<file path="config.mk">
export PLATFORM = sky130hd
export DESIGN_NAME = turbo_out_packer_flat
export DESIGN_NICKNAME = d
export VERILOG_FILES = /design/src/rtl/turbo_out_packer_if.sv /design/src/rtl/turbo_out_packer.sv /design/src/flat_wrapper.sv
export SDC_FILE = /design/constraint.sdc
export NUM_CORES = 1
export LEC_CHECK = 0
export BUFFER_PORTS_ARGS = -buffer_cell sky130_fd_sc_hd__buf_2
export CORE_ASPECT_RATIO = 0.8
export CORE_UTILIZATION = 43
export CTS_CLUSTER_DIAMETER = 50
export DETAILED_ROUTE_END_ITERATION = 10
export SLEW_MARGIN = 20
export SYNTH_ARGS = -nofsm -noshare
export SYNTH_HDL_FRONTEND = slang
export SYNTH_SLANG_ARGS = --single-unit
export TNS_END_PERCENT = 1
</file>
<file path="constraint.sdc">
create_clock -name clk -period 3.2 [get_ports clk]
set_input_delay 0.64 -clock clk [delete_from_list [all_inputs] [get_ports clk]]
set_output_delay 0.64 -clock clk [all_outputs]
set_load 0.02 [all_outputs]
</file>
<file path="src/rtl/turbo_out_packer_if.sv">
// Pair-in / byte-out stream bundle for the turbo encoder output packer.
// The slave side is the packer; the master side drives pairs and consumes bytes.
interface turbo_out_packer_if;
  logic       in_valid;
  logic       in_bit0;
  logic       in_bit1;
  logic [7:0] out_data;
  logic       out_valid;
  logic       out_ready;
  logic       out_last;

  modport master (
    output in_valid, in_bit0, in_bit1, out_ready,
    input  out_data, out_valid, out_last
  );

  modport slave (
    input  in_valid, in_bit0, in_bit1, out_ready,
    output out_data, out_valid, out_last
  );
endinterface

</file>
<file path="src/rtl/turbo_out_packer.sv">
// Packs turbo encoder output pairs four-to-a-byte, zero-pads the frame-final
// byte, and queues {last, data} words in a first-word-fall-through FIFO.
module turbo_out_packer #(
  parameter int FRAME_PAIRS = 4096,
  parameter int DEPTH       = 8
) (
  input  logic                       clk,
  input  logic                       reset,
  turbo_out_packer_if.slave          s,
  output logic [$clog2(DEPTH+1)-1:0] fifo_level,
  output logic                       overflow,
  output logic                       frame_done
);

  localparam int CW = (FRAME_PAIRS > 1) ? $clog2(FRAME_PAIRS) : 1;
  localparam int AW = $clog2(DEPTH);
  localparam int LW = $clog2(DEPTH + 1);
  localparam logic [CW-1:0] LAST_PAIR = CW'(FRAME_PAIRS - 1);
  localparam logic [LW-1:0] FULL_LVL  = LW'(DEPTH);
  localparam logic [LW-1:0] ONE_LVL   = LW'(1);

  logic [CW-1:0] pair_cnt_reg;
  logic [1:0]    slot_reg;
  logic [7:0]    pack_reg;
  logic [8:0]    mem [DEPTH];
  logic [AW-1:0] wr_ptr_reg;
  logic [AW-1:0] rd_ptr_reg;
  logic [LW-1:0] level_reg;
  logic [8:0]    head_reg;
  logic          overflow_reg;
  logic          frame_done_reg;

  logic          frame_end;
  logic          byte_done;
  logic          fifo_full;
  logic          pop;
  logic          push;
  logic          drop;
  logic [7:0]    byte_next;
  logic [8:0]    wr_word;
  logic [8:0]    head_next;
  logic [AW-1:0] rd_ptr_inc;

  // The incoming pair overwrites its slot; other slots come from the pack register.
  generate
    for (genvar gi = 0; gi < 4; gi++) begin : g_slot
      assign byte_next[7-2*gi] = (slot_reg == 2'(gi)) ? s.in_bit0 : pack_reg[7-2*gi];
      assign byte_next[6-2*gi] = (slot_reg == 2'(gi)) ? s.in_bit1 : pack_reg[6-2*gi];
    end
  endgenerate

  assign frame_end  = (pair_cnt_reg == LAST_PAIR);
  assign byte_done  = s.in_valid && ((slot_reg == 2'd3) || frame_end);
  assign fifo_full  = (level_reg == FULL_LVL);
  assign pop        = (level_reg != '0) && s.out_ready;
  assign push       = byte_done && (!fifo_full || pop);
  assign drop       = byte_done && fifo_full && !pop;
  assign wr_word    = {frame_end, byte_next};
  assign rd_ptr_inc = rd_ptr_reg + 1'b1;

  // Head register is what the next cycle will present; when the FIFO drains
  // it simply keeps the last popped word.
  always_comb begin
    head_next = head_reg;
    if (pop) begin
      if (level_reg == ONE_LVL) begin
        if (push) head_next = wr_word;
      end else begin
        head_next = mem[rd_ptr_inc];
      end
    end else if (push && (level_reg == '0)) begin
      head_next = wr_word;
    end
  end

  always_ff @(posedge clk) begin
    if (push) mem[wr_ptr_reg] <= wr_word;
  end

  always_ff @(posedge clk) begin
    if (!reset) begin
      pair_cnt_reg   <= '0;
      slot_reg       <= 2'd0;
      pack_reg       <= 8'd0;
      wr_ptr_reg     <= '0;
      rd_ptr_reg     <= '0;
      level_reg      <= '0;
      head_reg       <= 9'd0;
      overflow_reg   <= 1'b0;
      frame_done_reg <= 1'b0;
    end else begin
      if (s.in_valid) begin
        pair_cnt_reg <= frame_end ? '0 : pair_cnt_reg + 1'b1;
        slot_reg     <= byte_done ? 2'd0 : slot_reg + 2'd1;
        pack_reg     <= byte_done ? 8'd0 : byte_next;
      end
      frame_done_reg <= s.in_valid && frame_end;
      if (push) wr_ptr_reg <= wr_ptr_reg + 1'b1;
      if (pop)  rd_ptr_reg <= rd_ptr_inc;
      if (push && !pop)      level_reg <= level_reg + 1'b1;
      else if (pop && !push) level_reg <= level_reg - 1'b1;
      if (drop) overflow_reg <= 1'b1;
      head_reg <= head_next;
    end
  end

  assign s.out_data  = head_reg[7:0];
  assign s.out_last  = head_reg[8];
  assign s.out_valid = (level_reg != '0);
  assign fifo_level  = level_reg;
  assign overflow    = overflow_reg;
  assign frame_done  = frame_done_reg;

endmodule

</file>
<file path="src/flat_wrapper.sv">
// flat-port wrapper written by rule: the top's interface ports become plain ports
module turbo_out_packer_flat 
#(
  parameter int FRAME_PAIRS = 4096,
  parameter int DEPTH       = 8
)
  (clk, reset, fifo_level, overflow, frame_done, s_in_valid, s_in_bit0, s_in_bit1, s_out_ready, s_out_data, s_out_valid, s_out_last);
  turbo_out_packer_if s_i ();
  input  logic clk;
  input  logic reset;
  output logic [$clog2(DEPTH+1)-1:0] fifo_level;
  output logic overflow;
  output logic frame_done;
  input wire logic [$bits(s_i.in_valid)-1:0] s_in_valid;
  input wire logic [$bits(s_i.in_bit0)-1:0] s_in_bit0;
  input wire logic [$bits(s_i.in_bit1)-1:0] s_in_bit1;
  input wire logic [$bits(s_i.out_ready)-1:0] s_out_ready;
  output wire logic [$bits(s_i.out_data)-1:0] s_out_data;
  output wire logic [$bits(s_i.out_valid)-1:0] s_out_valid;
  output wire logic [$bits(s_i.out_last)-1:0] s_out_last;
  assign s_i.in_valid = s_in_valid;
  assign s_i.in_bit0 = s_in_bit0;
  assign s_i.in_bit1 = s_in_bit1;
  assign s_i.out_ready = s_out_ready;
  assign s_out_data = s_i.out_data;
  assign s_out_valid = s_i.out_valid;
  assign s_out_last = s_i.out_last;
  turbo_out_packer #(.FRAME_PAIRS(FRAME_PAIRS), .DEPTH(DEPTH)) u_core (.clk(clk), .reset(reset), .s(s_i), .fifo_level(fifo_level), .overflow(overflow), .frame_done(frame_done));
endmodule
</file>
==> results.toml, run 1 <==
[detailed_routing]
initialDrtViolationCount = 188
route.detailed.drc = 0
route.antenna.remaining_nets = 0
vias = 2876
routed_wirelength_um = 9390
routed_wire_length_per_instance_um = 17.6
viasPerCell = 5.39
drt_first_pass_iters = 4

[power]
power.share.clock_pct = 40.5
power.net_switching_mw = 1.25
seqPwrFrac_pct = 37.0
power.density_cell_area_mw_per_mm2 = 794
leakagePower_nw = 2.09
internal_power_mw = 3.36
share_comb_of_total_power_pct = 22.5
power.share.switching_pct = 27.2
maximum_vdd_drop_mv = 0.411

[timing]
max_clock_freq_mhz = 408
worst_clock_skew_ns = 0.0118
grt_setup_unrepaired = "false"
tightest_slew_ns = 0.834
setup_viol = 0
fin_crit_ns = 2.45
hold_viol = 0
setup_total_negative_slack_ns = 0
timing.final.max_slew_violations = 0
post_route_worst_hold_slack_ns = 0.439
fin_crit_sh_pct = 76.5
timing.max_slew.rel_slack_pct = 44.1

[global_routing]
via_count_of_the_first_global_routing_pass = 2936
globalRoute.totalOverflow = 0
grt_pass1_wl_um = 15600
grtUsageTotal_pct = 18.1
met2_usage_pct = 27.1
antenna_violations_before_repair = 0
gr-usage-met3_pct = 5.75
grt_busiest_layer = "met2"
grt_max_degree = 24
grtUsageMet1_pct = 24.4

[critical_path]
critical_path.max_stage_delay_ns = 0.53
timing.critical_path.required_ns = 2.56
critical_path.startpoint_type = "flop"
worstPathCellList = "inv_1, ha_1, or3b_2, buf_2"
endpoint_kind = "primary output"
timing_worst_setup_path_type = "reg2out"
cp_max_fo = 7
worst_path_max_delay_cell = "sky130_fd_sc_hd__or3b_2"
arrival_time_at_the_worst_endpoint_ns = 1.81

[finish]
layout.core_utilization_pct = 52.9
antenna_cells_inserted = 0
layout_overhead_on_the_synthesized_area_pct = 18.6
num-fill-cells = 924
multiInputGateArea_mm2 = 0.00178
largest_register_ffs = 72
drive_gt1_share_pct = 27.9
layout_common_cells = "sky130_fd_sc_hd__edfxtp_1, sky130_fd_sc_hd__dfxtp_1, sky130_fd_sc_hd__buf_2, sky130_fd_sc_hd__mux4_2"
layout.cell_area.non_filler_mm2 = 0.00581
mostFrequentLayoutCell = "sky130_fd_sc_hd__edfxtp_1"
register_area_mm2 = 0.00302
final_nets = 395

[synthesis]
yosys_warnings = 0
register_area_share_after_synthesis_pct = 61.8
ys_types = 47
netlist.area_leader.share_pct = 44.2
postSynth.topFlopCell = "sky130_fd_sc_hd__edfxtp_1"
netlist_instances = 338
yosys.area.top_type = "sky130_fd_sc_hd__edfxtp_1"
postSynthRegisterBits = 115
synthesis.nets = 356
syn-cell-area_mm2 = 0.00489
syn_avg_cell_area_um2 = 14.5
synth_async_sr_flop_share_pct = 0
yosys-top-cells-area = "sky130_fd_sc_hd__edfxtp_1, sky130_fd_sc_hd__dfxtp_1, sky130_fd_sc_hd__mux4_2, sky130_fd_sc_hd__ha_1, sky130_fd_sc_hd__mux2i_1"
number_of_flops_mapped_to_enable_cells_by_yosys = 72

[clock_tree]
buffer_levels_on_the_longest_clock_path = 2
cts_post_setup_buffers_inserted = 0
cts_made_buffers = 17
postCtsResizedCells = 0
cts.sinks = 115
htreeDepth = 4
clock_latency_ns = 0.40
holdBufCountCts = 0
cts_tree = "built"
clock_tree_root_buffer_cell = "sky130_fd_sc_hd__clkbuf_16"
clk_pin_slew_ns = 0.05

[outcome]
status = "complete, no violations"

[place]
finalWeightedCongestion = 0.789
place.port_buffers = 21
placed_cell_area_mm2 = 0.00521
detailed_place_hpwl_um = 5980

[floorplanning]
num_io_pins = 22
die_height_um = 97.4
initial_standard_cell_utilization_of_the_core_pct = 44.6
fp-row-count = 34
chipWidth_um = 121
design.die.area_mm2 = 0.0118
core_region_area_mm2 = 0.0110

[worst_hold_path]
worst_hold_path_type = "reg2reg"

[run]
number_of_maximum_capacitance_violations = 0
-- per-stage QoR --
step                      setup slack, ns  cells  power, mW
after floorplan                     0.399    338       2.55
after global placement              0.744    502       2.77
after detailed placement            0.637    502       2.78
after CTS                           0.725    534       4.67
after global routing                0.614    534       4.84
final                               0.751    534       4.61
-- worst max-delay path: cells and delay by family, from the launching register on --
kind | cells | cell delay (ns)
buf+inv | 2 | 0.30
simple gates | 1 | 0.53
flops | 1 | 0.38
fa+ha+maj | 1 | 0.20
-- cells in the mapped netlist, types with 2 or more instances --
| library cell | n |
|---|---|
| sky130_fd_sc_hd__edfxtp_1 | 72 |
| sky130_fd_sc_hd__dfxtp_1 | 43 |
| sky130_fd_sc_hd__mux4_2 | 18 |
| sky130_fd_sc_hd__nand2_1 | 17 |
| sky130_fd_sc_hd__nor2_1 | 16 |
| sky130_fd_sc_hd__ha_1 | 12 |
| sky130_fd_sc_hd__mux2i_1 | 12 |
| sky130_fd_sc_hd__o21ai_0 | 12 |
| sky130_fd_sc_hd__and2_1 | 11 |
| sky130_fd_sc_hd__nor2b_1 | 10 |
| sky130_fd_sc_hd__a31o_2 | 9 |
| sky130_fd_sc_hd__clkbuf_1 | 9 |
| sky130_fd_sc_hd__xor2_1 | 9 |
| sky130_fd_sc_hd__a211oi_1 | 8 |
| sky130_fd_sc_hd__mux2_2 | 8 |
| sky130_fd_sc_hd__nand3_1 | 7 |
| sky130_fd_sc_hd__xnor2_1 | 7 |
| sky130_fd_sc_hd__a22oi_1 | 6 |
| sky130_fd_sc_hd__a21boi_0 | 5 |
| sky130_fd_sc_hd__nor3_1 | 5 |
| sky130_fd_sc_hd__inv_1 | 4 |
| sky130_fd_sc_hd__nand2b_1 | 4 |
| sky130_fd_sc_hd__nand4_1 | 4 |
| sky130_fd_sc_hd__buf_2 | 3 |
| sky130_fd_sc_hd__a21oi_1 | 2 |
| sky130_fd_sc_hd__buf_6 | 2 |
| sky130_fd_sc_hd__nor3_2 | 2 |
| sky130_fd_sc_hd__or3_1 | 2 |
-- final timing paths --
path	slack, ns	end	startpoint	depth (start not counted)
worst max-delay path	0.75	s_out_valid	u_core.fifo_level[0]$_SDFFE_PN0P_	4
worst min-delay path	0.44	u_core.pack_reg[1]$_SDFFE_PN0P_	u_core.pack_reg[1]$_SDFFE_PN0P_	2
worst max register to register	0.81	u_core.fifo_level[3]$_SDFFE_PN0P_	u_core.fifo_level[0]$_SDFFE_PN0P_	9
worst min register to register	0.44	u_core.pack_reg[1]$_SDFFE_PN0P_	u_core.pack_reg[1]$_SDFFE_PN0P_	2
-- cell type report --
type / count / share of cell area, %
Sequential cell: 115 / 52.1
Clock buffer: 20 / 7.87
Multi-Input combinational cell: 202 / 30.6
Tap cell: 144 / 3.10
Timing Repair Buffer: 35 / 3.62
Inverter: 6 / 0.388
Clock inverter: 12 / 2.35
-- power by group through the flow --
stage                     registers, mW  clock network, mW  logic, mW
after floorplan                    1.78                  0      0.771
after global placement             1.73                  0       1.04
after detailed placement           1.74                  0       1.05
after CTS                          1.71               1.91       1.05
after global routing               1.72               1.99       1.14
final                              1.71               1.87       1.03
-- cell families after synthesis --
kind of cell             Yosys count  share of synthesized area [%]
flip-flops                       115                           61.8
adder cells (fa/ha/maj)           12                           3.07
AND/OR/NAND/NOR                   88                           10.1
XOR/XNOR                          17                           3.20
buffers and inverters             21                           2.07
multiplexers                      38                           12.6
AO/OA/AOI/OAI                     47                           7.18
-- routing by layer --
| layer | up-vias | routed length, µm | share of wire [%] |
|---|---|---|---|
| met4 | 0 | 99 | 1.1 |
| met3 | 11 | 515 | 5.5 |
| met2 | 58 | 4400 | 47 |
| met5 | - | 0 | 0 |
| li1 | 1372 | - | - |
| met1 | 1435 | 4370 | 47 |
(Power assumes the default switching activity.)
==> inputs of run 2 (changes only) <==
--- a/config.mk
+++ b/config.mk
@@ -5,6 +5,7 @@
 export SDC_FILE = /design/constraint.sdc
 export NUM_CORES = 1
 export LEC_CHECK = 0
+export ABC_AREA = 1
 export BUFFER_PORTS_ARGS = -buffer_cell sky130_fd_sc_hd__buf_2
 export CORE_ASPECT_RATIO = 0.8
 export CORE_UTILIZATION = 43
==> constraint.sdc (replaced) <==
create_clock -name clk -period 2 [get_ports clk]
set_input_delay 0.4 -clock clk [delete_from_list [all_inputs] [get_ports clk]]
set_output_delay 0.4 -clock clk [all_outputs]
set_load 0.02 [all_outputs]
==> run 2 against run 1 <==
- synthesized cell count grew 60%
- sequential cell count unchanged
- sequential share of layout area down 3.2 points
- first-iteration DRC count grew 50%
- cell count up 42%
- die area up 3.4%
- hold slack worse by 0.057 ns
- clock-buffer cell count is the same
- global-route usage grew 3.0 points
- combinational power rose to 2.8 times the previous value
==> results.toml, run 2 <==
[outcome]
status = "complete, no violations"

[detailed_routing]
routed_wire_length_per_instance_um = 15.5
route.antenna.remaining_nets = 0
drt_first_pass_iters = 7
routed_wirelength_um = 11800
initialDrtViolationCount = 282
route.detailed.drc = 0
viasPerCell = 5.12
vias = 3884

[clock_tree]
holdBufCountCts = 0
buffer_levels_on_the_longest_clock_path = 2
cts_made_buffers = 17
clk_pin_slew_ns = 0.06
clock_latency_ns = 0.41
cts_tree = "built"
clock_tree_root_buffer_cell = "sky130_fd_sc_hd__clkbuf_16"
htreeDepth = 4
cts.sinks = 115

[global_routing]
grt_max_degree = 39
via_count_of_the_first_global_routing_pass = 3767
grt_pass1_wl_um = 18900
grtUsageTotal_pct = 21.1
antenna_violations_before_repair = 0
globalRoute.totalOverflow = 0

[synthesis]
netlist.area_leader.share_pct = 42.7
synth_async_sr_flop_share_pct = 0
register_area_share_after_synthesis_pct = 59.7
yosys-top-cells-area = "sky130_fd_sc_hd__edfxtp_1, sky130_fd_sc_hd__dfxtp_1, sky130_fd_sc_hd__nand2_1, sky130_fd_sc_hd__nand3_1, sky130_fd_sc_hd__nor2_1"
post_synth_most_frequent_cells = "sky130_fd_sc_hd__nand2_1, sky130_fd_sc_hd__edfxtp_1, sky130_fd_sc_hd__nand3_1, sky130_fd_sc_hd__nor2_1, sky130_fd_sc_hd__dfxtp_1"
syn-cell-area_mm2 = 0.00507
number_of_flops_mapped_to_enable_cells_by_yosys = 72
yosys_warnings = 0
postSynthRegisterBits = 115
synthesis.nets = 559
netlist_instances = 541
yosys.cell_count.top_type = "sky130_fd_sc_hd__nand2_1"
syn_avg_cell_area_um2 = 9.36
ys_types = 33
yosys.area.top_type = "sky130_fd_sc_hd__edfxtp_1"
postSynth.topFlopCell = "sky130_fd_sc_hd__edfxtp_1"

[timing]
fin_crit_ns = 1.92
hold_viol = 0
setup_viol = 0
post_route_worst_hold_slack_ns = 0.383
timing.max_slew.rel_slack_pct = 68.6
tightest_slew_ns = 0.471
setup_slack_ns = 0.0803
grt_setup_unrepaired = "false"
fin_crit_sh_pct = 96.0
worst_clock_skew_ns = 0.00560
max_clock_freq_mhz = 521
timing.final.max_slew_violations = 0

[critical_path]
timing_worst_setup_path_type = "reg2reg"
worstPathBufferInverterCount = 1
worst_path_max_delay_cell = "sky130_fd_sc_hd__dfxtp_2"
endpoint_kind = "flop"
critical_path.startpoint_type = "flop"
worst-r2r-setup-slack_ns = 0.08
cell_family_with_the_largest_share_of_critical_path_delay = "simple AND/OR/NAND/NOR gates"
timing.critical_path.required_ns = 2.13
crit_top_cell = "sky130_fd_sc_hd__nand2_4"
cp_max_fo = 9
critical_path.max_stage_delay_ns = 0.34
worstPathCellList = "ha_2, nand2_2, nor2_4, nand3_4, nand2_4, nand2_4, or2_4, nor2_2, buf_12"
arrival_time_at_the_worst_endpoint_ns = 2.05

[place]
finalWeightedCongestion = 0.802
preCtsSetupSlack_ns = 0.0441
place.port_buffers = 21
detailed_place_hpwl_um = 8120
placed_cell_area_mm2 = 0.00552

[floorplanning]
initial_standard_cell_utilization_of_the_core_pct = 44.2
fp-row-count = 35
core_region_area_mm2 = 0.0115
design.die.area_mm2 = 0.0122
die_height_um = 99.1
chipWidth_um = 123
num_io_pins = 22

[power]
share_comb_of_total_power_pct = 32.9
maximum_vdd_drop_mv = 0.836
power.share.clock_pct = 34.8
power.share.switching_pct = 36.5
power.net_switching_mw = 3.18
seqPwrFrac_pct = 32.3
internal_power_mw = 5.52
leakagePower_nw = 2.55
power.density_cell_area_mw_per_mm2 = 1410

[finish]
largest_register_ffs = 72
antenna_cells_inserted = 0
mostFrequentLayoutCell = "sky130_fd_sc_hd__nand2_1"
num-fill-cells = 1033
drive_gt1_share_pct = 19.5
layout_overhead_on_the_synthesized_area_pct = 22.2
final_nets = 615
layout.cell_area.non_filler_mm2 = 0.00619
layout_common_cells = "sky130_fd_sc_hd__nand2_1, sky130_fd_sc_hd__edfxtp_1, sky130_fd_sc_hd__nand3_1, sky130_fd_sc_hd__dfxtp_1, sky130_fd_sc_hd__inv_1"

[run]
number_of_maximum_capacitance_violations = 0

[worst_hold_path]
worst_hold_path_type = "in2reg"
[run 2: kinds of logic (layout without fill, tap and decap cells)]
family,after synthesis,after routing,share of synthesized area [%]
and+or+nand+nor,294,294,25.6
DFF,115,115,59.7
xor gates and xnor gates,5,5,0.864
adders and majority gates,12,12,2.96
AOI/OAI and AO/OA,52,52,5.43
buffers and inverters,63,132,5.46
[run 2: power groups by stage]
| stage | clock (mW) | combinational [mW] | sequential, mW |
|---|---|---|---|
| finish | 3.03 | 2.86 | 2.81 |
| floorplan | 0 | 1.88 | 3.00 |
| detailed placement | 0 | 2.82 | 2.86 |
| global route | 3.16 | 3.20 | 2.83 |
| CTS | 3.07 | 2.84 | 2.81 |
| global placement | 0 | 2.76 | 2.85 |
[run 2: final cells by class]
class | instances | area (µm²) | share of cell area [%]
clock buffer | 20 | 489 | 7.91
clock inverter | 12 | 115 | 1.86
inverter | 46 | 173 | 2.79
multi-input combinational | 363 | 1830 | 29.5
sequential | 115 | 3030 | 48.9
tap | 148 | 185 | 2.99
timing repair buffer | 54 | 373 | 6.03
[run 2: worst paths after layout]
path | from | end | depth (start not counted)
min reg2reg | u_core.pack_reg[1]$_SDFFE_PN0P_ | u_core.pack_reg[1]$_SDFFE_PN0P_ | 2
max | u_core.pair_cnt_reg[1]$_SDFFE_PN0P_ | u_core.mem[0][6]$_DFFE_PP_ | 9
min | s_out_ready | u_core.rd_ptr_reg[2]$_SDFFE_PN0N_ | 3
max reg2reg | u_core.pair_cnt_reg[1]$_SDFFE_PN0P_ | u_core.mem[0][6]$_DFFE_PP_ | 9
[run 2: worst min-delay path: stages]
cell and delay, ns:
sky130_fd_sc_hd__buf_2 0.12, sky130_fd_sc_hd__nand2_4 0.15, sky130_fd_sc_hd__a21oi_1 0.08
[run 2: routing by layer]
metal  vias to the layer above  share of wire [%]  global-route usage (%)
li1                       1909                  -                       -
met1                      1860                 46                    28.1
met2                        99                 48                    33.3
met3                        16                5.2                    4.28
met4                         0                1.3                    9.36
met5                         -                  0                       0
[run 2: timing repair]
| action | 4_1_cts | 5_1_grt |
|---|---|---|
| endpoints found under the setup margin | 0 | 51 |
| gates resized for setup | 0 | 20 |
| setup buffers | 0 | 1 |
[run 2: metrics by stage]
stage	utilization (%)	total power, mW	TNS, ns	std cells
2_1_floorplan	-	4.88	-5.92	541
3_3_place_gp	48.1	5.61	0	725
3_5_place_dp	48.1	5.68	0	725
4_1_cts	53.3	8.71	0	757
5_1_grt	53.9	9.19	0	758
6_report	53.9	8.70	0	758
